## src/rtl/rc4_pkg.sv

```systemverilog
// Shared types for the RC4 key-schedule engine: state encoding and data width.
package rc4_pkg;
  localparam int DATA_W = 8;

  // One-hot so a single corrupted flop is visible as an illegal state.
  typedef enum logic [9:0] {
    IDLE   = 10'b00_0000_0001,
    RD_I   = 10'b00_0000_0010,
    WAIT_I = 10'b00_0000_0100,
    CALC_J = 10'b00_0000_1000,
    RD_J   = 10'b00_0001_0000,
    WAIT_J = 10'b00_0010_0000,
    WR_J   = 10'b00_0100_0000,
    WR_I   = 10'b00_1000_0000,
    NEXT   = 10'b01_0000_0000,
    DONE   = 10'b10_0000_0000
  } state_t;
endpackage

```

## src/rtl/rc4_ksa_engine_if.sv

```systemverilog
// S-memory port of the key-schedule engine: single address, separate read/write strobes.
interface rc4_ksa_engine_if import rc4_pkg::*; #(
  parameter int ADDR_W = 8
) ();
  logic [ADDR_W-1:0] mem_addr;
  logic [DATA_W-1:0] mem_wdata;
  logic              mem_rden;
  logic              mem_wren;
  logic [DATA_W-1:0] mem_rdata;

  modport master (output mem_addr, mem_wdata, mem_rden, mem_wren, input mem_rdata);
  modport slave  (input mem_addr, mem_wdata, mem_rden, mem_wren, output mem_rdata);
endinterface

```

## src/rtl/rc4_key_byte_sel.sv

```systemverilog
// Picks key byte idx from a MSB-first packed key (byte 0 in the top lane).
module rc4_key_byte_sel import rc4_pkg::*; #(
  parameter int KEY_BYTES = 3,
  parameter int IDX_W     = (KEY_BYTES > 1) ? $clog2(KEY_BYTES) : 1
) (
  input  logic [KEY_BYTES-1:0][DATA_W-1:0] key,
  input  logic [IDX_W-1:0]                 idx,
  output logic [DATA_W-1:0]                key_byte
);
  always_comb begin
    key_byte = '0;
    for (int b = 0; b < KEY_BYTES; b++)
      if (idx == IDX_W'(b)) key_byte = key[KEY_BYTES-1-b];
  end
endmodule

```

## src/rtl/rc4_ksa_engine.sv

```systemverilog
// RC4 key-scheduling engine driving an external S-box memory with fixed read latency.
module rc4_ksa_engine import rc4_pkg::*; #(
  parameter int ADDR_W    = 8,
  parameter int KEY_BYTES = 3,
  parameter int RD_LAT    = 2
) (
  input  logic                             clk,
  input  logic                             reset,
  input  logic                             start,
  input  logic                             abort,
  input  logic [8*KEY_BYTES-1:0]           key,
  input  logic [$clog2(KEY_BYTES+1)-1:0]   key_len,
  rc4_ksa_engine_if.master                 mem,
  output logic                             busy,
  output logic                             done,
  output logic                             aborted
);
  localparam int LEN_W = $clog2(KEY_BYTES+1);
  localparam int IDX_W = (KEY_BYTES > 1) ? $clog2(KEY_BYTES) : 1;
  localparam int WC_W  = 2;

  state_t                          state, state_n;
  logic [ADDR_W-1:0]               i, i_n, j, j_n;
  logic [DATA_W-1:0]               si, si_n, sj, sj_n;
  logic [IDX_W-1:0]                kidx, kidx_n, last_idx, last_n;
  logic [WC_W-1:0]                 wcnt, wcnt_n;
  logic [KEY_BYTES-1:0][DATA_W-1:0] key_r, key_n;
  logic [DATA_W-1:0]               kbyte;

  logic [ADDR_W-1:0]               addr_q, addr_n;
  logic [DATA_W-1:0]               wdata_q, wdata_n;
  logic                            rden_q, rden_n, wren_q, wren_n;
  logic                            busy_n, done_n, aborted_n;

  rc4_key_byte_sel #(.KEY_BYTES(KEY_BYTES), .IDX_W(IDX_W)) u_ksel (
    .key      (key_r),
    .idx      (kidx),
    .key_byte (kbyte)
  );

  always_comb begin
    state_n = state;
    i_n     = i;
    j_n     = j;
    si_n    = si;
    sj_n    = sj;
    kidx_n  = kidx;
    last_n  = last_idx;
    key_n   = key_r;
    wcnt_n  = wcnt;
    case (state)
      IDLE: if (start && !abort) begin
        state_n = RD_I;
        i_n     = '0;
        j_n     = '0;
        kidx_n  = '0;
        key_n   = key;
        // Out-of-range lengths fall back to the full key.
        if (key_len == '0 || key_len > LEN_W'(KEY_BYTES)) last_n = IDX_W'(KEY_BYTES-1);
        else                                              last_n = IDX_W'(key_len - LEN_W'(1));
      end
      RD_I: begin
        state_n = WAIT_I;
        wcnt_n  = WC_W'(RD_LAT-1);
      end
      WAIT_I: begin
        if (wcnt == '0) begin
          si_n    = mem.mem_rdata;
          state_n = CALC_J;
        end else wcnt_n = wcnt - WC_W'(1);
      end
      CALC_J: begin
        j_n     = j + si[ADDR_W-1:0] + kbyte[ADDR_W-1:0];
        state_n = RD_J;
      end
      RD_J: begin
        state_n = WAIT_J;
        wcnt_n  = WC_W'(RD_LAT-1);
      end
      WAIT_J: begin
        if (wcnt == '0) begin
          sj_n    = mem.mem_rdata;
          state_n = WR_J;
        end else wcnt_n = wcnt - WC_W'(1);
      end
      WR_J: state_n = WR_I;
      WR_I: state_n = NEXT;
      NEXT: begin
        if (i == {ADDR_W{1'b1}}) state_n = DONE;
        else begin
          i_n     = i + ADDR_W'(1);
          kidx_n  = (kidx == last_idx) ? '0 : kidx + IDX_W'(1);
          state_n = RD_I;
        end
      end
      DONE:    state_n = IDLE;
      default: state_n = IDLE;
    endcase
    if (state != IDLE && abort) state_n = IDLE;

    // Outputs are computed from the next state so they register alongside it.
    addr_n    = addr_q;
    wdata_n   = wdata_q;
    rden_n    = 1'b0;
    wren_n    = 1'b0;
    case (state_n)
      RD_I: begin addr_n = i_n; rden_n = 1'b1; end
      RD_J: begin addr_n = j_n; rden_n = 1'b1; end
      WR_J: begin addr_n = j_n; wdata_n = si_n; wren_n = 1'b1; end
      WR_I: begin addr_n = i_n; wdata_n = sj_n; wren_n = 1'b1; end
      default: ;
    endcase
    busy_n    = (state_n != IDLE);
    done_n    = (state_n == DONE);
    aborted_n = (state != IDLE) && abort;
  end

  always_ff @(posedge clk or negedge reset) begin
    if (!reset) begin
      state    <= IDLE;
      i        <= '0;
      j        <= '0;
      si       <= '0;
      sj       <= '0;
      kidx     <= '0;
      last_idx <= '0;
      key_r    <= '0;
      wcnt     <= '0;
      addr_q   <= '0;
      wdata_q  <= '0;
      rden_q   <= 1'b0;
      wren_q   <= 1'b0;
      busy     <= 1'b0;
      done     <= 1'b0;
      aborted  <= 1'b0;
    end else begin
      state    <= state_n;
      i        <= i_n;
      j        <= j_n;
      si       <= si_n;
      sj       <= sj_n;
      kidx     <= kidx_n;
      last_idx <= last_n;
      key_r    <= key_n;
      wcnt     <= wcnt_n;
      addr_q   <= addr_n;
      wdata_q  <= wdata_n;
      rden_q   <= rden_n;
      wren_q   <= wren_n;
      busy     <= busy_n;
      done     <= done_n;
      aborted  <= aborted_n;
    end
  end

  assign mem.mem_addr  = addr_q;
  assign mem.mem_wdata = wdata_q;
  assign mem.mem_rden  = rden_q;
  assign mem.mem_wren  = wren_q;
endmodule

```

## src/flat_wrapper.sv

```systemverilog
// flat-port wrapper written by rule: the top's interface ports become plain ports
module rc4_ksa_engine_flat import rc4_pkg::*;
#(
  parameter int ADDR_W    = 8,
  parameter int KEY_BYTES = 3,
  parameter int RD_LAT    = 2
)
  (clk, reset, start, abort, key, key_len, busy, done, aborted, mem_mem_addr, mem_mem_wdata, mem_mem_rden, mem_mem_wren, mem_mem_rdata);
  rc4_ksa_engine_if #(.ADDR_W(ADDR_W)) mem_i ();
  input  logic clk;
  input  logic reset;
  input  logic start;
  input  logic abort;
  input  logic [8*KEY_BYTES-1:0] key;
  input  logic [$clog2(KEY_BYTES+1)-1:0] key_len;
  output logic busy;
  output logic done;
  output logic aborted;
  output wire logic [$bits(mem_i.mem_addr)-1:0] mem_mem_addr;
  output wire logic [$bits(mem_i.mem_wdata)-1:0] mem_mem_wdata;
  output wire logic [$bits(mem_i.mem_rden)-1:0] mem_mem_rden;
  output wire logic [$bits(mem_i.mem_wren)-1:0] mem_mem_wren;
  input wire logic [$bits(mem_i.mem_rdata)-1:0] mem_mem_rdata;
  assign mem_mem_addr = mem_i.mem_addr;
  assign mem_mem_wdata = mem_i.mem_wdata;
  assign mem_mem_rden = mem_i.mem_rden;
  assign mem_mem_wren = mem_i.mem_wren;
  assign mem_i.mem_rdata = mem_mem_rdata;
  rc4_ksa_engine #(.ADDR_W(ADDR_W), .KEY_BYTES(KEY_BYTES), .RD_LAT(RD_LAT)) u_core (.clk(clk), .reset(reset), .start(start), .abort(abort), .key(key), .key_len(key_len), .mem(mem_i), .busy(busy), .done(done), .aborted(aborted));
endmodule
```

## config.mk

```make
export PLATFORM = sky130hd
export DESIGN_NAME = rc4_ksa_engine_flat
export DESIGN_NICKNAME = d
export VERILOG_FILES = /design/src/rtl/rc4_pkg.sv /design/src/rtl/rc4_ksa_engine_if.sv /design/src/rtl/rc4_key_byte_sel.sv /design/src/rtl/rc4_ksa_engine.sv /design/src/flat_wrapper.sv
export SDC_FILE = /design/constraint.sdc
export NUM_CORES = 1
export LEC_CHECK = 0
export ABC_AREA = 1
export CAP_MARGIN = 25
export CELL_PAD_IN_SITES_DETAIL_PLACEMENT = 0
export CELL_PAD_IN_SITES_GLOBAL_PLACEMENT = 2
export CORE_MARGIN = 1
export CORE_UTILIZATION = 37
export DETAILED_ROUTE_END_ITERATION = 8
export PLACE_DENSITY_LB_ADDON = 0.2
export SYNTH_ARGS = -nofsm -noshare
export SYNTH_HDL_FRONTEND = slang
export SYNTH_SLANG_ARGS = --single-unit
```

## constraint.sdc

```tcl
create_clock -name clk -period 5.9 [get_ports clk]
set_input_delay 1.18 -clock clk [delete_from_list [all_inputs] [get_ports clk]]
set_output_delay 1.18 -clock clk [all_outputs]
set_load 0.005 [all_outputs]
```

==> flow_summary_export.csv, run 1 <==
group,metric,value,unit
synthesis,syn_inst,590,
critical_path,critical-path-slowest-cell,"nor2_1",
routing,drc,0,
sta,final_hold_viol_count,0,
critical_path,critPathTopFamily,"adder cells",
clocking,cts_resized,0,
critical_path,cp_max_fo,9,
global_route,track_usage,18.8,%
run,maxCapViolCount,0,
run_status,status,"finished, final reports clean",
routing,dr_total_vias,4026,
global_route,overflow,0,
critical_path,slowest_delay,0.44,ns
cells_and_area,syn2layout_area_growth,20.9,%
clocking,cts_setup_buffers,0,
synthesis,synth_cell_types,41,
routing,drt_first_iter_violations,200,
sta,fin_crit_sh,62.9,%
clocking,cts_hold_buffers,0,
die,fp.dieH,120,um
die,die_x,120,um
pwr,p_per_area,369,nW/um2
cells_and_area,layout.nets,712,
routing,routed_via_density,4.83,
global_route,antenna_found_initial,0,
cells_and_area,antennaDiodeCount,0,
sta,holdWs,0.485,ns
critical_path,cp_cell_sequence,"inv_1 -> ha_1 -> nor2_1 -> a22oi_1 -> nand2_1 -> o21ai_0 -> fa_1 -> inv_1 -> ha_1 -> inv_1 -> fa_1 -> o31ai_1 -> a21oi_1 -> o21ai_0 -> o21ai_0 -> nand2_1 -> nand2_1 -> nand2_1 -> nand2_1",
clocking,cts_tree,"yes",
synthesis,syn_avg_cell_area,8.68,um2
synthesis,synth_seq_area_share,45.5,%
sta,rsz0062_at_grt,"false",
critical_path,crit_required,6.15,ns
min_path,min_path_type,"reg -> reg",
placed_design,gp_congestion,0.895,
pwr,p_leak,3.07,nW
sta,maxSlewHeadroom,55.1,%
critical_path,endpoint_kind,"flip-flop",
die,ios,59,
critical_path,critPathArrivalTime,3.96,ns
routing,dr.pass1.iters,4,
clocking,cts_root_buffer,"clkbuf_16",
sta,fin_setup_tns,0,ns
clocking,cts_buffers,9,
die,rows,42,
critical_path,critical_path_buf_inv_count,3,
routing,detail_route.wl_per_cell,14.5,um
global_route,grt_max_degree,49,
placed_design,place_hpwl,9240,um
die,fp.dieArea,14300,um2
global_route,grt_pass1_wl,20700,um
synthesis,yosys_register_bits,93,
synthesis,ys_warn_count,0,
clocking,clkSlewWorstSetupHoldPaths,0.07,ns
die,core,13300,um2
sta,report.final.slew_viol_count,0,
sta,fin_skew,0.00718,ns
global_route,grt_pass1_vias,4116,
placed_design,io_buffers,58,
sta,worst_slew_pin_slew,0.672,ns
sta,max_freq,270,MHz
synthesis,syn-cell-area,5120,um2
clocking,clk_path_buf_depth,2,
sta,setup_viol,0,
die,start_util,38.4,%
clocking,clkSinkCount,93,
critical_path,critPathKind,"reg -> reg",
routing,finalWirelength,12100,um
routing,ant_nets,0,
clocking,clock_latency,0.35,ns
synthesis,synth_fp_nets,648,
sta,period_needed,3.71,ns
critical_path,cpMostUsedCell,"nand2_1",
pwr,vdd_ir_drop_max,193,uV
critical_path,startpoint_type,"flip-flop",
clocking,h-tree-depth,3,
cells_and_area,drive_gt1_share,13.2,%
cells in the final DEF (no fill, tap or decap), drive strengths merged:
cell,netlist,layout
ha,12,12
nor2,43,43
nand3b,1,1
or2,3,3
xnor2,1,1
o21ai,37,37
o22ai,7,7
clkinv,1,2
clkbuf,3,11
o211ai,7,7
dfstp,1,1
buf,3,2
clkinvlp,0,1
clkdlybuf4s50,0,57
mux2i,5,5
nand3,52,52
a22oi,7,7
inv,93,93
a31oi,1,1
fa,8,8
a21oi,15,15
o31ai,2,2
o21bai,1,1
nand4,3,3
xor2,4,4
o21a,1,1
bufinv,0,1
nand2,153,153
nor3,6,6
dfrtp,92,92
mux2,28,28
worst register-to-register path, stage by stage (launching register included):
cell     delay [ns]
dfrtp_1        0.39
inv_1          0.10
ha_1           0.30
nor2_1         0.45
a22oi_1        0.14
nand2_1        0.09
o21ai_0        0.11
fa_1           0.44
inv_1          0.07
ha_1           0.20
inv_1          0.07
fa_1           0.38
o31ai_1        0.33
a21oi_1        0.10
o21ai_0        0.07
o21ai_0        0.14
nand2_1        0.11
nand2_1        0.05
nand2_1        0.05
nand2_1        0.04
through the flow:
stage	area (um2)	utilization [%]	setup slack, ns	cells	power [mW]
floorplan	5120	-	2.63	590	1.47
global placement	5890	44.2	2.32	819	1.71
detailed placement	5890	44.2	2.22	819	1.71
CTS	6190	46.4	2.21	833	2.31
global route	6190	46.4	1.84	833	2.46
finish	6190	46.4	2.19	833	2.29
report_power, final:
group | switching (mW) | internal [mW]
registers | 0.0664 | 0.766
logic | 0.508 | 0.350
clock network | 0.249 | 0.348
cells in the mapped netlist (all sizes together):
library cell	n	area share, %
a21oi	15	1.5
a22oi	7	1.0
a31oi	1	0.12
buf	3	0.42
clkbuf	3	0.22
clkinv	1	0.098
dfrtp	92	45
dfstp	1	0.51
fa	8	3.1
ha	12	2.9
inv	93	7.0
mux2	28	6.2
mux2i	5	0.98
nand2	153	12
nand3	52	6.1
nand3b	1	0.15
nand4	3	0.37
nor2	43	4.1
nor3	6	0.59
o211ai	7	1.1
o21a	1	0.15
o21ai	37	3.7
o21bai	1	0.15
o22ai	7	0.86
o31ai	2	0.29
or2	3	0.37
xnor2	1	0.17
xor2	4	0.68
worst paths after layout:
path                                            start                                  to  slack [ns]  cells past startpoint
max                        u_core.kidx[1]$_DFFE_PN0P_  u_core.mem.mem_addr[5]$_DFFE_PN0P_        2.19                     19
min                        u_core.wcnt[0]$_DFFE_PN0P_          u_core.wcnt[0]$_DFFE_PN0P_        0.49                      2
max reg2reg                u_core.kidx[1]$_DFFE_PN0P_  u_core.mem.mem_addr[5]$_DFFE_PN0P_        2.19                     19
min reg2reg                u_core.wcnt[0]$_DFFE_PN0P_          u_core.wcnt[0]$_DFFE_PN0P_        0.49                      2
max in group asynchronous                       reset           u_core.state[1]$_DFF_PN0_        4.05                      2
min in group asynchronous                       reset           u_core.state[2]$_DFF_PN0_        0.82                      1
sequential cells by signal, summed over array words and instances, names as in the netlist, 2 cells and up:
signal	cells
u_core.mem.mem_wdata	8
u_core.sj	8
u_core.last_idx	2
u_core.state	10
u_core.kidx	2
u_core.i	8
u_core.si	8
u_core.mem.mem_addr	8
u_core.key_r	24
u_core.wcnt	2
u_core.j	8
cells by family (layout without fill, tap and decap cells):
logic type	count (synthesis)	in the layout	synth area share (%)
buf+inv	100	167	7.70
flops	93	93	45.5
mux	33	33	7.14
fa+ha+maj	20	20	6.06
xor+xnor	5	5	0.855
simple gates	261	261	23.9
compound gates	78	78	8.87
layout make-up:
class	count	area, um2
clock inverters	3	46.3
multi-input cells	397	2400
repair buffers	59	586
well taps	176	220
clock buffers	11	253
flip-flops and latches	93	2330
inverters	94	362
fillers	1347	7160
per-layer routing:
metal  GRT usage [%]  routed length [um]  share of wire (%)  up-vias
met1            25.5                5930                 49     1891
met5               0                   0                  0        -
met4            7.73                 232                1.9        0
met2            29.8                5540                 46       74
li1                -                   -                  -     2045
met3            3.14                 354                2.9       16
Note: power is estimated with default switching activity, not from simulation.
==> run 2, diff against run 1 <==
- CORE_UTILIZATION: 37 -> 34
- clock period: 5.9 -> 3.7 ns (I/O delays scaled with it)
==> flow_summary_export.csv, run 2 (same netlist as run 1, synthesis figures left out) <==
group,metric,value,unit
min_path,min_path_type,"reg -> reg",
critical_path,cpMostUsedCell,"nand2_1",
sta,holdWs,0.490,ns
global_route,grt_pass1_wl,21100,um
critical_path,endpoint_kind,"flip-flop",
run_status,status,"finished, final reports clean",
clocking,clk_path_buf_depth,2,
critical_path,worstReg2RegEnd,"u_core.mem.mem_addr[6]$_DFFE_PN0P_",
pwr,power_switching,1.33,mW
critical_path,r2r_cells,21,
routing,ant_nets,0,
clocking,clkSinkCount,93,
global_route,grt_pass1_vias,4141,
global_route,track_usage,17.3,%
die,fp.dieH,125,um
die,rows,44,
run,maxCapViolCount,0,
routing,drt_first_iter_violations,234,
sta,setup_viol,0,
cells_and_area,final_common_cell,"nand2_1",
cells_and_area,reg.largest.list,"u_core.key_r (24), u_core.state (10)",
routing,detail_route.wl_per_cell,14.7,um
clocking,cts_setup_buffers,0,
placed_design,gp_congestion,0.786,
critical_path,cp_cell_sequence,"inv_1 -> ha_1 -> nor2_1 -> buf_4 -> a22oi_1 -> nand2_1 -> o21ai_0 -> fa_1 -> inv_1 -> ha_1 -> nand2_1 -> inv_1 -> nand4_1 -> nand3_1 -> or2_2 -> nand3_1 -> o21ai_0 -> nand2_1 -> nand2_1 -> nand2_1 -> nand2_1",
critical_path,reg2reg_from,"u_core.kidx[1]$_DFFE_PN0P_",
sta,fin_crit_sh,90.6,%
sta,fin_skew,0.00824,ns
critical_path,slowest_delay,0.53,ns
critical_path,critPathArrivalTime,3.59,ns
cells_and_area,multi_input_area,2400,um2
clocking,cts_root_buffer,"clkbuf_16",
routing,dr_total_vias,4049,
clocking,clock_latency,0.35,ns
critical_path,cp_max_fo,8,
pwr,clkPwrFrac,24.3,%
routing,routed_via_density,4.78,
cells_and_area,final_cell_mix,"nand2_1, dfrtp_1, inv_1, clkdlybuf4s50_1, nand3_1",
sta,rsz0062_at_grt,"false",
cells_and_area,layout.nets,716,
min_path,whs_path_depth,2,
pwr,p_per_area,579,nW/um2
routing,dr.pass1.iters,4,
min_path,min_to,"u_core.wcnt[1]$_DFFE_PN0P_",
pwr,p_seq_share,37.0,%
pwr,internal-power,2.27,mW
sta,report.final.slew_viol_count,0,
placed_design,io_buffers,58,
sta,max_freq,298,MHz
cells_and_area,antennaDiodeCount,0,
clocking,h-tree-depth,3,
die,start_util,35.1,%
sta,setup_ws,0.349,ns
die,die_x,125,um
min_path,min-delay-start,"u_core.wcnt[1]$_DFFE_PN0P_",
placed_design,place_hpwl,9630,um
global_route,overflow,0,
global_route,antenna_found_initial,0,
cells_and_area,syn2layout_area_growth,21.4,%
sta,period_needed,3.35,ns
die,ios,59,
die,fp.dieArea,15600,um2
cells_and_area,stdcell_count,847,
critical_path,critPathKind,"reg -> reg",
pwr,vdd_ir_drop_max,265,uV
cells_and_area,final.fill_count,1478,
clocking,cts_buffers,9,
sta,fin_setup_tns,0,ns
clocking,cts_tree,"yes",
clocking,clkSlewWorstSetupHoldPaths,0.06,ns
pwr,p_sw_share,37.0,%
critical_path,startpoint_type,"flip-flop",
critical_path,critical-path-slowest-cell,"fa_1",
global_route,grt_max_degree,63,
cells_and_area,largest_reg_flops,24,
sta,final_hold_viol_count,0,
sta,worst_slew_pin_slew,0.841,ns
die,core,14600,um2
sta,maxSlewHeadroom,43.9,%
cells_and_area,drive_gt1_share,14.0,%
critical_path,crit_required,3.94,ns
routing,drc,0,
cells_and_area,ff_latch_area,2330,um2
critical_path,rrSetupSlack,0.35,ns
cells_and_area,regMostFlops,"u_core.key_r",
placed_design,dp_cells,831,
pwr,pwr-share-comb,38.7,%
placed_design,place_ws,0.281,ns
pwr,p_total,3.60,mW
routing,finalWirelength,12400,um
pwr,p_leak,3.07,nW
run 2: worst max-delay path by stage:
stage / from / endpoint / slack (ns) / cells after the start
floorplan: u_core.kidx[0]$_DFFE_PN0P_ / u_core.mem.mem_addr[5]$_DFFE_PN0P_ / 0.43 / 19
global placement: u_core.kidx[0]$_DFFE_PN0P_ / u_core.mem.mem_addr[6]$_DFFE_PN0P_ / 0.38 / 22
detailed placement: u_core.kidx[0]$_DFFE_PN0P_ / u_core.mem.mem_addr[5]$_DFFE_PN0P_ / 0.28 / 21
CTS: u_core.kidx[0]$_DFFE_PN0P_ / u_core.mem.mem_addr[5]$_DFFE_PN0P_ / 0.27 / 21
global route: u_core.kidx[0]$_DFFE_PN0P_ / u_core.mem.mem_addr[5]$_DFFE_PN0P_ / 0.03 / 21
finish: u_core.kidx[1]$_DFFE_PN0P_ / u_core.mem.mem_addr[6]$_DFFE_PN0P_ / 0.35 / 21
run 2: cell type report:
cell class                 count  share of cell area (%)
clock inverter                 4                   0.503
tap                          184                    3.70
clock buffer                  12                    3.96
multi-input combinational    397                    38.6
timing repair buffer          63                    9.90
inverter                      94                    5.82
sequential                    93                    37.5
run 2: per-stage QoR:
step | utilization (%) | instance area [um2]
2_1_floorplan | - | 5120
5_1_grt | 42.6 | 6220
3_5_place_dp | 40.7 | 5930
6_report | 42.6 | 6220
3_3_place_gp | 40.7 | 5930
4_1_cts | 42.6 | 6210
run 2: power groups by stage:
stage | clock (mW) | sequential, mW | combinational (mW)
after global routing | 0.943 | 1.36 | 1.59
after global placement | 0 | 1.35 | 1.38
after floorplan | 0 | 1.31 | 1.03
after detailed placement | 0 | 1.35 | 1.39
after CTS | 0.908 | 1.33 | 1.40
final | 0.876 | 1.33 | 1.39
run 2: routing by layer:
metal	GRT usage (%)	up-vias	share of wire [%]
met5	0	-	0
met4	5.32	0	1.3
met3	3.48	11	2.4
met2	27.9	37	47
met1	23.3	1955	50
li1	-	2046	-
run 2: worst max-delay path: cells and delay by family (launching register included):
kind | cells | cell delay, ns
buffers and inverters | 4 | 0.33
AO/OA/AOI/OAI | 3 | 0.34
flip-flops | 1 | 0.40
adder cells (fa/ha/maj) | 3 | 1.08
AND/OR/NAND/NOR | 11 | 1.09
run 2: timing repair:
| item | in CTS | in global routing |
|---|---|---|
| resized for setup | 0 | 2 |
| hold buffers | 0 | 0 |
| setup endpoints to repair | 0 | 1 |
| hold endpoints to repair | 0 | 0 |
==> run 3, diff against run 2 <==
- CORE_UTILIZATION: 34 -> 31
- clock period: 3.7 -> 3.02 ns (I/O delays scaled with it)
==> flow_summary_export.csv, run 3 (same netlist as run 1, synthesis figures left out) <==
group,metric,value,unit
run_status,status,"finished, violations left",
run_status,failed_checks,"setup timing",
sta,period_needed,3.16,ns
cells_and_area,antennaDiodeCount,0,
clocking,cts_hold_buffers,0,
global_route,grt_pass1_wl,21900,um
clocking,clock_latency,0.35,ns
global_route,met2_usage,27.1,%
die,rows,46,
global_route,antenna_found_initial,0,
cells_and_area,drive_gt1_share,24.4,%
die,ios,59,
sta,rsz0062_at_grt,"true",
critical_path,startpoint_type,"flip-flop",
cells_and_area,layout.nets,741,
sta,setup_ws,-0.135,ns
global_route,overflow,0,
sta,fin_setup_tns,-0.281,ns
clocking,clkSinkCount,93,
cells_and_area,stdcell_count,904,
pwr,vdd_ir_drop_max,365,uV
global_route,use_met1,24.0,%
sta,report.final.slew_viol_count,0,
cells_and_area,final.fill_count,1661,
global_route,track_usage,17.2,%
clocking,clk_path_buf_depth,2,
critical_path,cp_max_fo,5,
cells_and_area,final_cell_mix,"nand2_1, dfrtp_1, inv_1, clkdlybuf4s50_1, nand3_1",
cells_and_area,regMostFlops,"u_core.key_r",
placed_design,gp_congestion,0.843,
routing,ant_nets,0,
routing,dr_total_vias,4201,
pwr,p_leak,3.22,nW
critical_path,critPathArrivalTime,3.40,ns
global_route,grt_pass1_vias,4212,
die,core,16000,um2
sta,max_freq,317,MHz
routing,drc,0,
sta,setup_viol,4,
min_path,min_path_type,"in -> async",
clocking,h-tree-depth,3,
clocking,cts_buffers,9,
pwr,p_per_area,776,nW/um2
critical_path,endpoint_kind,"flip-flop",
sta,final_hold_viol_count,0,
placed_design,io_buffers,58,
critical_path,critPathKind,"reg -> reg",
critical_path,crit_required,3.26,ns
critical_path,rrSetupSlack,-0.14,ns
critical_path,r2r_cells,20,
critical_path,worstReg2RegEnd,"u_core.mem.mem_addr[5]$_DFFE_PN0P_",
placed_design,place_hpwl,10100,um
routing,drt_first_iter_violations,183,
die,die_x,131,um
clocking,cts_root_buffer,"clkbuf_16",
global_route,busiest_layer,"met2",
sta,worst_slew_pin_slew,0.606,ns
clocking,clkSlewWorstSetupHoldPaths,0.07,ns
die,start_util,32.0,%
sta,fin_crit_sh,104,%
global_route,grt_max_degree,44,
critical_path,reg2reg_from,"u_core.kidx[0]$_DFFE_PN0P_",
clocking,cts_tree,"yes",
cells_and_area,reg.largest.list,"u_core.key_r (24), u_core.state (10)",
die,fp.dieArea,17000,um2
sta,fin_skew,0.00897,ns
placed_design,dp_cells,879,
cells_and_area,syn2layout_area_growth,31.1,%
sta,maxSlewHeadroom,59.6,%
die,fp.dieH,131,um
run,maxCapViolCount,0,
cells_and_area,final_common_cell,"nand2_1",
routing,dr.pass1.iters,4,
routing,finalWirelength,13500,um
routing,detail_route.wl_per_cell,14.9,um
routing,routed_via_density,4.65,
cells_and_area,largest_reg_flops,24,
global_route,grt_use_met3,2.48,%
## run 3: final cells by class
type                            count  area [um2]  area share, %
Timing Repair Buffer               88         818           12.2
Clock buffer                       12         246           3.67
Clock inverter                      4        31.3          0.466
Tap cell                          216         270           4.03
Sequential cell                    93        2330           34.7
Inverter                           94         367           5.46
Multi-Input combinational cell    397        2650           39.5
## run 3: metrics by stage
step	power (mW)	hold WS (ns)	utilization, %	worst slack, ns	instance area (um2)
2_1_floorplan	2.87	0.308	-	0.00575	5130
3_3_place_gp	3.50	0.463	38.1	-0.381	6100
3_5_place_dp	3.52	0.479	38.1	-0.396	6100
4_1_cts	4.80	0.283	40.6	-0.140	6500
5_1_grt	5.57	0.309	42.0	-0.294	6710
6_report	5.21	0.260	42.0	-0.135	6710
## run 3: worst max-delay path by stage
stage | startpoint | cells after the start | end | slack, ns
floorplan | u_core.kidx[0]$_DFFE_PN0P_ | 19 | u_core.mem.mem_addr[5]$_DFFE_PN0P_ | 0.006
global placement | u_core.kidx[1]$_DFFE_PN0P_ | 19 | u_core.mem.mem_addr[5]$_DFFE_PN0P_ | -0.38
detailed placement | u_core.kidx[1]$_DFFE_PN0P_ | 19 | u_core.mem.mem_addr[5]$_DFFE_PN0P_ | -0.40
CTS | u_core.kidx[1]$_DFFE_PN0P_ | 19 | u_core.mem.mem_addr[5]$_DFFE_PN0P_ | -0.14
global route | u_core.kidx[0]$_DFFE_PN0P_ | 20 | u_core.mem.mem_addr[5]$_DFFE_PN0P_ | -0.29
finish | u_core.kidx[0]$_DFFE_PN0P_ | 20 | u_core.mem.mem_addr[5]$_DFFE_PN0P_ | -0.14
## run 3: worst max-delay path, cell delays in order, from the launching register on
cell and delay, ns:
dfrtp_2 0.45, inv_2 0.10, ha_4 0.15, inv_4 0.03
nor2_4 0.19, a22oi_2 0.07, nand2_1 0.09, o21ai_2 0.06
fa_1 0.42, inv_1 0.07, ha_2 0.18, inv_2 0.04
fa_2 0.38, o31ai_4 0.21, a21oi_1 0.09, o21ai_1 0.11
o21ai_1 0.10, nand2_1 0.11, nand2_1 0.08, nand2_1 0.06
nand2_1 0.05
## run 3: repair_timing
item / CTS / global route
gates resized for setup: 28 / 50
pin swaps: 12 / 39
endpoints found under the setup margin: 10 / 10
gates cloned: 0 / 0
buffers inserted: 4 / 6
endpoints found under the hold margin: 0 / 0
## run 3: layer usage
layer | vias to the layer above | wire, um
li1 | 2094 | -
met1 | 2022 | 6540
met2 | 71 | 6390
met3 | 14 | 374
met4 | 0 | 203
met5 | - | 0
## run 3: where the power goes
part           internal (mW)  switching, mW
Combinational           1.13           1.34
Clock                  0.585          0.509
Sequential              1.50          0.146
Total                   3.21           2.00
